## config.mk

```make
export PLATFORM = sky130hd
export DESIGN_NAME = mem_arbiter
export DESIGN_NICKNAME = d
export VERILOG_FILES = /design/src/rtl/mem_arbiter.sv
export SDC_FILE = /design/constraint.sdc
export NUM_CORES = 1
export LEC_CHECK = 0
export ABC_CLOCK_PERIOD_IN_PS = 2500
export BUFFER_PORTS_ARGS = -buffer_cell sky130_fd_sc_hd__buf_2
export CORE_AREA = 5 5 83 161
export DETAILED_ROUTE_END_ITERATION = 8
export DIE_AREA = 0 0 88 166
export GPL_TIMING_DRIVEN = 0
export PLACE_DENSITY = 0.56
export SLEW_MARGIN = 15
export SYNTH_ARGS = -nofsm -noshare
export SYNTH_HDL_FRONTEND = slang
export SYNTH_SLANG_ARGS = --single-unit
```

## constraint.sdc

```tcl
create_clock -name clk -period 2.5 [get_ports clk]
set_input_delay 0.5 -clock clk [delete_from_list [all_inputs] [get_ports clk]]
set_output_delay 0.5 -clock clk [all_outputs]
set_load 0.05 [all_outputs]
```

## src/rtl/mem_arbiter.sv

```systemverilog
// mem_arbiter: shares one single-port RAM between instruction fetch and load/store with data priority and a fetch starvation guard
module mem_arbiter #(
   parameter int AW         = 16,
   parameter int DW         = 16,
   parameter int RD_LAT     = 1,
   parameter int STARVE_MAX = 4
) (
   input  logic          clk,
   input  logic          reset,
   input  logic          f_req,
   input  logic [AW-1:0] f_addr,
   output logic          f_gnt,
   output logic          f_valid,
   output logic [DW-1:0] f_rdata,
   input  logic          d_req,
   input  logic          d_we,
   input  logic [AW-1:0] d_addr,
   input  logic [DW-1:0] d_wdata,
   output logic          d_gnt,
   output logic          d_valid,
   output logic [DW-1:0] d_rdata,
   output logic          m_we,
   output logic [AW-1:0] m_addr,
   output logic [DW-1:0] m_wdata,
   input  logic [DW-1:0] m_rdata,
   output logic          busy
);
   typedef enum logic {IDLE, BUSY} state_t;
   state_t          state_q, state_d;
   logic [3:0]      lat_cnt_q, lat_cnt_d;
   logic [3:0]      starve_cnt_q, starve_cnt_d;
   logic            own_data_q, own_data_d;
   logic            f_gnt_q, f_gnt_d, d_gnt_q, d_gnt_d;
   logic            f_valid_q, f_valid_d, d_valid_q, d_valid_d;
   logic            m_we_q, m_we_d, busy_q, busy_d;
   logic [AW-1:0]   m_addr_q, m_addr_d;
   logic [DW-1:0]   m_wdata_q, m_wdata_d, f_rdata_q, f_rdata_d, d_rdata_q, d_rdata_d;
   logic            fetch_wins;
   if (RD_LAT < 1 || RD_LAT > 15) begin : g_bad_rd_lat
      $error("mem_arbiter: RD_LAT must be in 1..15");
   end
   if (STARVE_MAX < 1 || STARVE_MAX > 15) begin : g_bad_starve_max
      $error("mem_arbiter: STARVE_MAX must be in 1..15");
   end
   assign fetch_wins = f_req & (~d_req | (starve_cnt_q == 4'(STARVE_MAX)));
   // next-state: pick a winner in IDLE, count down the RAM latency in BUSY and return data to the owner
   always_comb begin
      state_d      = state_q;
      lat_cnt_d    = lat_cnt_q;
      starve_cnt_d = starve_cnt_q;
      own_data_d   = own_data_q;
      f_gnt_d      = 1'b0;
      d_gnt_d      = 1'b0;
      f_valid_d    = 1'b0;
      d_valid_d    = 1'b0;
      m_we_d       = m_we_q;
      m_addr_d     = m_addr_q;
      m_wdata_d    = m_wdata_q;
      f_rdata_d    = f_rdata_q;
      d_rdata_d    = d_rdata_q;
      busy_d       = busy_q;
      case (state_q)
         IDLE: begin
            busy_d = f_req | d_req;
            if (!f_req) starve_cnt_d = 4'd0;
            if (f_req | d_req) begin
               state_d   = BUSY;
               lat_cnt_d = 4'(RD_LAT - 1);
               if (fetch_wins) begin
                  f_gnt_d      = 1'b1;
                  own_data_d   = 1'b0;
                  m_addr_d     = f_addr;
                  m_we_d       = 1'b0;
                  starve_cnt_d = 4'd0;
               end else begin
                  d_gnt_d    = 1'b1;
                  own_data_d = 1'b1;
                  m_addr_d   = d_addr;
                  m_we_d     = d_we;
                  m_wdata_d  = d_we ? d_wdata : m_wdata_q;
                  if (f_req)
                     starve_cnt_d = (starve_cnt_q == 4'(STARVE_MAX)) ? starve_cnt_q : starve_cnt_q + 4'd1;
               end
            end
         end
         BUSY: begin
            if (lat_cnt_q != 4'd0) begin
               lat_cnt_d = lat_cnt_q - 4'd1;
            end else begin
               state_d   = IDLE;
               m_we_d    = 1'b0;
               f_valid_d = ~own_data_q;
               d_valid_d = own_data_q;
               f_rdata_d = own_data_q ? f_rdata_q : m_rdata;
               d_rdata_d = (own_data_q && !m_we_q) ? m_rdata : d_rdata_q;
            end
         end
         default: state_d = IDLE;
      endcase
   end
   // state and registered outputs; reset clears everything at once, aborting any access in flight
   always_ff @(posedge clk or negedge reset) begin
      if (!reset) begin
         state_q      <= IDLE;
         lat_cnt_q    <= 4'd0;
         starve_cnt_q <= 4'd0;
         own_data_q   <= 1'b0;
         f_gnt_q      <= 1'b0;
         d_gnt_q      <= 1'b0;
         f_valid_q    <= 1'b0;
         d_valid_q    <= 1'b0;
         m_we_q       <= 1'b0;
         m_addr_q     <= '0;
         m_wdata_q    <= '0;
         f_rdata_q    <= '0;
         d_rdata_q    <= '0;
         busy_q       <= 1'b0;
      end else begin
         state_q      <= state_d;
         lat_cnt_q    <= lat_cnt_d;
         starve_cnt_q <= starve_cnt_d;
         own_data_q   <= own_data_d;
         f_gnt_q      <= f_gnt_d;
         d_gnt_q      <= d_gnt_d;
         f_valid_q    <= f_valid_d;
         d_valid_q    <= d_valid_d;
         m_we_q       <= m_we_d;
         m_addr_q     <= m_addr_d;
         m_wdata_q    <= m_wdata_d;
         f_rdata_q    <= f_rdata_d;
         d_rdata_q    <= d_rdata_d;
         busy_q       <= busy_d;
      end
   end
   assign f_gnt   = f_gnt_q;
   assign d_gnt   = d_gnt_q;
   assign f_valid = f_valid_q;
   assign d_valid = d_valid_q;
   assign f_rdata = f_rdata_q;
   assign d_rdata = d_rdata_q;
   assign m_we    = m_we_q;
   assign m_addr  = m_addr_q;
   assign m_wdata = m_wdata_q;
   assign busy    = busy_q;
endmodule

```

After elaboration in Yosys (flattened, before gate mapping)
Cells that the tools add are included.
{"block": "op_classes", "addsub": 2, "n_reduce_logical": 10, "mux": 26, "n_eq_ne": 5, "n_bitwise": 8}
{"op": "$mux 4", "n": 7}
{"op": "$mux 16", "n": 1}
{"op": "$mux 1", "n": 15}
{"op": "$pmux 4 s2", "n": 1}
{"op": "$reduce_and 2->1", "n": 4}
{"op": "$reduce_and 3->1", "n": 2}
{"op": "$not 1->1", "n": 5}
{"op": "$add 4x1->4 const B", "n": 1}
{"op": "$eq 4x3->1 const B", "n": 1}
{"op": "$ne 2x2->1 const B", "n": 2}
{"op": "$ne 4x4->1 const B", "n": 1}
{"op": "$pmux 1 s2", "n": 2}
{"op": "$reduce_and 4->1", "n": 1}
{"op": "$reduce_bool 4->1", "n": 1}
{"op": "$sub 4x1->4 const B", "n": 1}
{"op": "$ne 2x1->1 const B", "n": 1}
{"op": "$or 1x1->1", "n": 2}
{"op": "$and 1x1->1", "n": 1}
{"op": "$logic_and 1x1->1", "n": 1}
{"op": "$logic_not 1->1", "n": 1}
{"block": "word_totals", "regBits": 80, "inputBits": 69}

Longest topological paths before layout
{"block": "logic_depth", "depth_word": 6, "mapped_depth": 7}

Worst setup path after synthesis
No wires, ideal clock.
{"block": "synth_path", "path_type": "flip-flop to flip-flop", "start": "reg lat_cnt_q[0]", "end": "reg f_rdata_q[10], in the netlist f_rdata[10]", "slack_ns": 0.818, "synth_period_minus_slack_ns": 1.682, "stages_incl_launch_ff": 8, "arrival_time_ns": 1.557, "n_path_buf": 2, "cell_sequence": "dfrtp_1 inv_1 ha_1 and4bb_4 nor2b_4 buf_6 buf_12 mux2_4"}
{"block": "synth_between", "elab_chain_len": 3}
{"element": "start: declaration", "line": "30", "source": "logic [3:0] lat_cnt_q, lat_cnt_d;"}
{"element": "start signal: assignment", "line": "120", "source": "lat_cnt_q <= lat_cnt_d;"}
{"element": "$reduce_bool 4->1", "line": "87", "source": "if (lat_cnt_q != 4'd0) begin"}
{"element": "$not 1->1 (no source line)"}
{"element": "$reduce_and 3->1 (no source line)"}
{"element": "end signal: assignment", "line": "130", "source": "f_rdata_q <= f_rdata_d;"}
{"element": "end: declaration", "line": "37", "source": "logic [DW-1:0] m_wdata_q, m_wdata_d, f_rdata_q, f_rdata_d, d_rdata_q, d_rdata_d;"}
Every way passes these cells.
A chain may end at the register's enable or synchronous reset.

Final worst setup path
{"block": "layout_path", "start": "reg starve_cnt_q[0]", "end": "reg m_addr_q[10], in the netlist m_addr[10]"}
{"block": "layout_between", "elab_chain_len": 4}
{"element": "start: declaration", "line": "31", "source": "logic [3:0] starve_cnt_q, starve_cnt_d;"}
{"element": "start signal: assignment", "line": "121", "source": "starve_cnt_q <= starve_cnt_d;"}
{"element": "$eq 4x3->1", "line": "45", "source": "assign fetch_wins = f_req & (~d_req | (starve_cnt_q == 4'(STARVE_MAX)));"}
{"element": "$or 1x1->1", "line": "45"}
{"element": "$and 1x1->1", "line": "45"}
{"element": "$mux 16", "line": "69", "source": "if (fetch_wins) begin"}
{"element": "end signal: assignment", "line": "128", "source": "m_addr_q <= m_addr_d;"}
{"element": "end: declaration", "line": "36", "source": "logic [AW-1:0] m_addr_q, m_addr_d;"}
Every way passes these cells.

==> metrics.yaml <==
clock_network:
  numCtsBuffers: 9
  cts_max_level: 3
  hold_buffers: 0
  cts_buffer_depth: 2
  cts.clk_slew.worst_paths_ns: 0.06
  root_buffer: "clkbuf_16"
  tritoncts: "built"
  postCtsSetupRepairBufs: 0
  cts-resized-gates: 0
  clock-sinks: 80
  clock_latency_ns: 0.33
detailed_routing:
  wire_per_inst_um: 16.9
  drtPass1Iterations: 4
  postRouteAntennaNets: 0
  via_per_inst: 4.68
  drtIter0Drc: 64
  post-route-drc-count: 0
  drt_wl_total_mm: 9.48
  vias: 2623
floorplan:
  std_cell_rows: 57
  core-area_um2: 12100
  ios: 139
  initial_core_util_pct: 28.8
  die_w_um: 88
  die_h_um: 166
  dieArea_um2: 14600
critical_path:
  crit_family: "compound AO/OA/AOI/OAI gates"
  r2r_end: "m_addr[10]$_DFFE_PN0P_"
  cp_max_fo: 10
  cp_cell_sequence: "inv_1, ha_1, and3b_1, o21ai_2, buf_2, o211ai_1"
  crit_slowest_cell: "dfrtp_1"
  critPathLaunch: "starve_cnt_q[0]$_DFFE_PN0P_"
  slowest_delay_ns: 0.41
  start_kind: "flop"
  arrival_ns: 2.09
  worst_r2r_path_depth: 6
  timing.rr.start: "starve_cnt_q[0]$_DFFE_PN0P_"
  path_class: "flop to flop"
  crit_buf_inv: 2
  endpoint_kind: "flop"
  crit_required_ns: 2.71
  rrSetupSlack_ns: 0.62
grt:
  overflow: 0
  grtUsageTotal_pct: 13.7
  antenna_found_initial: 0
  grt_max_degree: 42
  grt_first_pass_wirelength_mm: 15.3
  grt_pass1_vias: 2927
timing:
  skew_ns: 0.00630
  fin_crit_sh_pct: 75.2
  slew_violations: 0
  relSlewSlack_pct: 63.8
  tightest_slew_ns: 0.542
  clock.fmax_mhz: 532
  fin_setup_tns_ns: 0
  setup_viol: 0
  rsz0062_at_grt: "false"
  hold_violations: 0
  whs_ns: 0.144
  layout_min_cycle_time_ns: 1.88
power_and_ir_drop:
  p_leak_nw: 2.28
  vdd.ir_drop.worst_mv: 0.456
  power_switching_mw: 2.21
  pwr-share-seq_pct: 34.0
  p_per_area_nw_per_um2: 1120
  intPower_mw: 3.02
  power_frac_comb_pct: 41.0
  total_power_mw: 5.23
  clockPowerShare_pct: 25.1
  p_sw_share_pct: 42.3
yosys:
  syn_area_um2: 3470
  ys_types: 40
  synth_seq_cells: 80
  synth_area_leaders: "dfrtp_1, mux2_2, mux2_4"
  yosysWarnings: 0
  synth_top_area_cell: "dfrtp_1"
  syn_nets: 334
  syn_inst: 261
  ys_async_sr_fraction_pct: 100
  synth-edff-count: 0
  yosys-top-cells-count: "dfrtp_1, nand2_1, mux2_2, mux2_4, o211ai_1"
  ys.flop_type: "dfrtp_1"
  netlist.area_leader.share_pct: 57.7
  ys_seq_area_share_pct: 57.7
  synth.most_common_cell: "dfrtp_1"
  avgSynthCellArea_um2: 13.3
final_layout:
  nets: 483
  syn2layout_area_growth_pct: 34.2
  final-instance-count-excl-fill: 561
  n_antenna_cell: 0
  final_core_util_pct: 38.7
  layout-drive-gt1-share_pct: 53.1
flow_run:
  drv_cap: 0
placed_design:
  place_inst: 546
  place.gp.congestion: 0.733
  port_buffers: 137
  post-dp-hpwl_mm: 7.22
worst_hold_path:
  hold_class: "input port to async pin"
run_status:
  status: "finished, final reports clean"
==> per-stage QoR <==
stage	worst slack, ns	cell area [µm²]
6_report	0.621	4660
5_1_grt	0.448	4660
4_1_cts	0.590	4660
3_5_place_dp	0.613	4360
3_3_place_gp	0.273	4340
2_1_floorplan	0.818	3470
==> worst max path at each step <==
stage,to,slack (ns),cells past startpoint
detailed placement,m_addr[13]$_DFFE_PN0P_,0.61,6
global route,m_addr[9]$_DFFE_PN0P_,0.45,6
global placement,d_rdata[1]$_DFFE_PN0P_,0.27,1
floorplan,f_rdata[10]$_DFFE_PN0P_,0.82,7
finish,m_addr[10]$_DFFE_PN0P_,0.62,6
CTS,m_addr[13]$_DFFE_PN0P_,0.59,6
==> state kept, by name (all words and copies together), names as in the netlist <==
register and flops:
busy 1, d_gnt 1, d_rdata 16, d_valid 1, f_gnt 1, f_rdata 16
f_valid 1, lat_cnt_q 4, m_addr 16, m_wdata 16, m_we 1, own_data_q 1
starve_cnt_q 4, state_q 1
==> power groups by stage <==
stage	logic [mW]	registers [mW]	clock network (mW)
final	2.14	1.78	1.31
after global routing	2.25	1.82	1.41
after CTS	2.17	1.78	1.37
after detailed placement	2.17	1.80	0
after global placement	2.14	1.78	0
after floorplan	0.504	2.90	0
==> layout by cell type (no fill, tap or decap), types with 3 or more instances in the layout <==
master      instances
buf_2             142
buf_6               3
clkbuf_1            5
clkbuf_16           9
clkinvlp_4          3
dfrtp_1            80
ha_1                4
inv_1               6
mux2_2             29
mux2_4             19
nand2_1            39
nand4_1            17
o211ai_1           18
o21ai_0             4
==> worst reg2reg max path, stage by stage (launching register included) <==
cell	delay [ns]
dfrtp_1	0.41
inv_1	0.06
ha_1	0.24
and3b_1	0.24
o21ai_2	0.35
buf_2	0.32
o211ai_1	0.14
==> layer usage <==
metal  vias to the layer above  wire length (µm)  GRT usage [%]
li1                       1223                 -              -
met1                      1299              3570           15.2
met2                        87              5240           24.4
met3                        14               471           2.98
met4                         0               205           5.54
met5                         -                 0              0
==> logic make-up after synthesis <==
family | after synthesis | share of synthesized area (%)
multiplexers | 49 | 17.9
AO/OA/AOI/OAI | 32 | 6.74
AND/OR/NAND/NOR | 72 | 12.1
adder cells (fa/ha/maj) | 4 | 1.44
buffers and inverters | 23 | 3.93
XOR/XNOR | 1 | 0.252
flip-flops | 80 | 57.7
==> layout make-up <==
cell class,count,area (µm²)
Buffer,16,110
Clock buffer,10,239
Multi-Input combinational cell,158,1330
Timing Repair Buffer,138,708
Inverter,7,26.3
Tap cell,147,184
Clock inverter,5,57.6
Sequential cell,80,2000
Fill cell,1217,7390
Note: power is estimated with default switching activity, not from simulation.
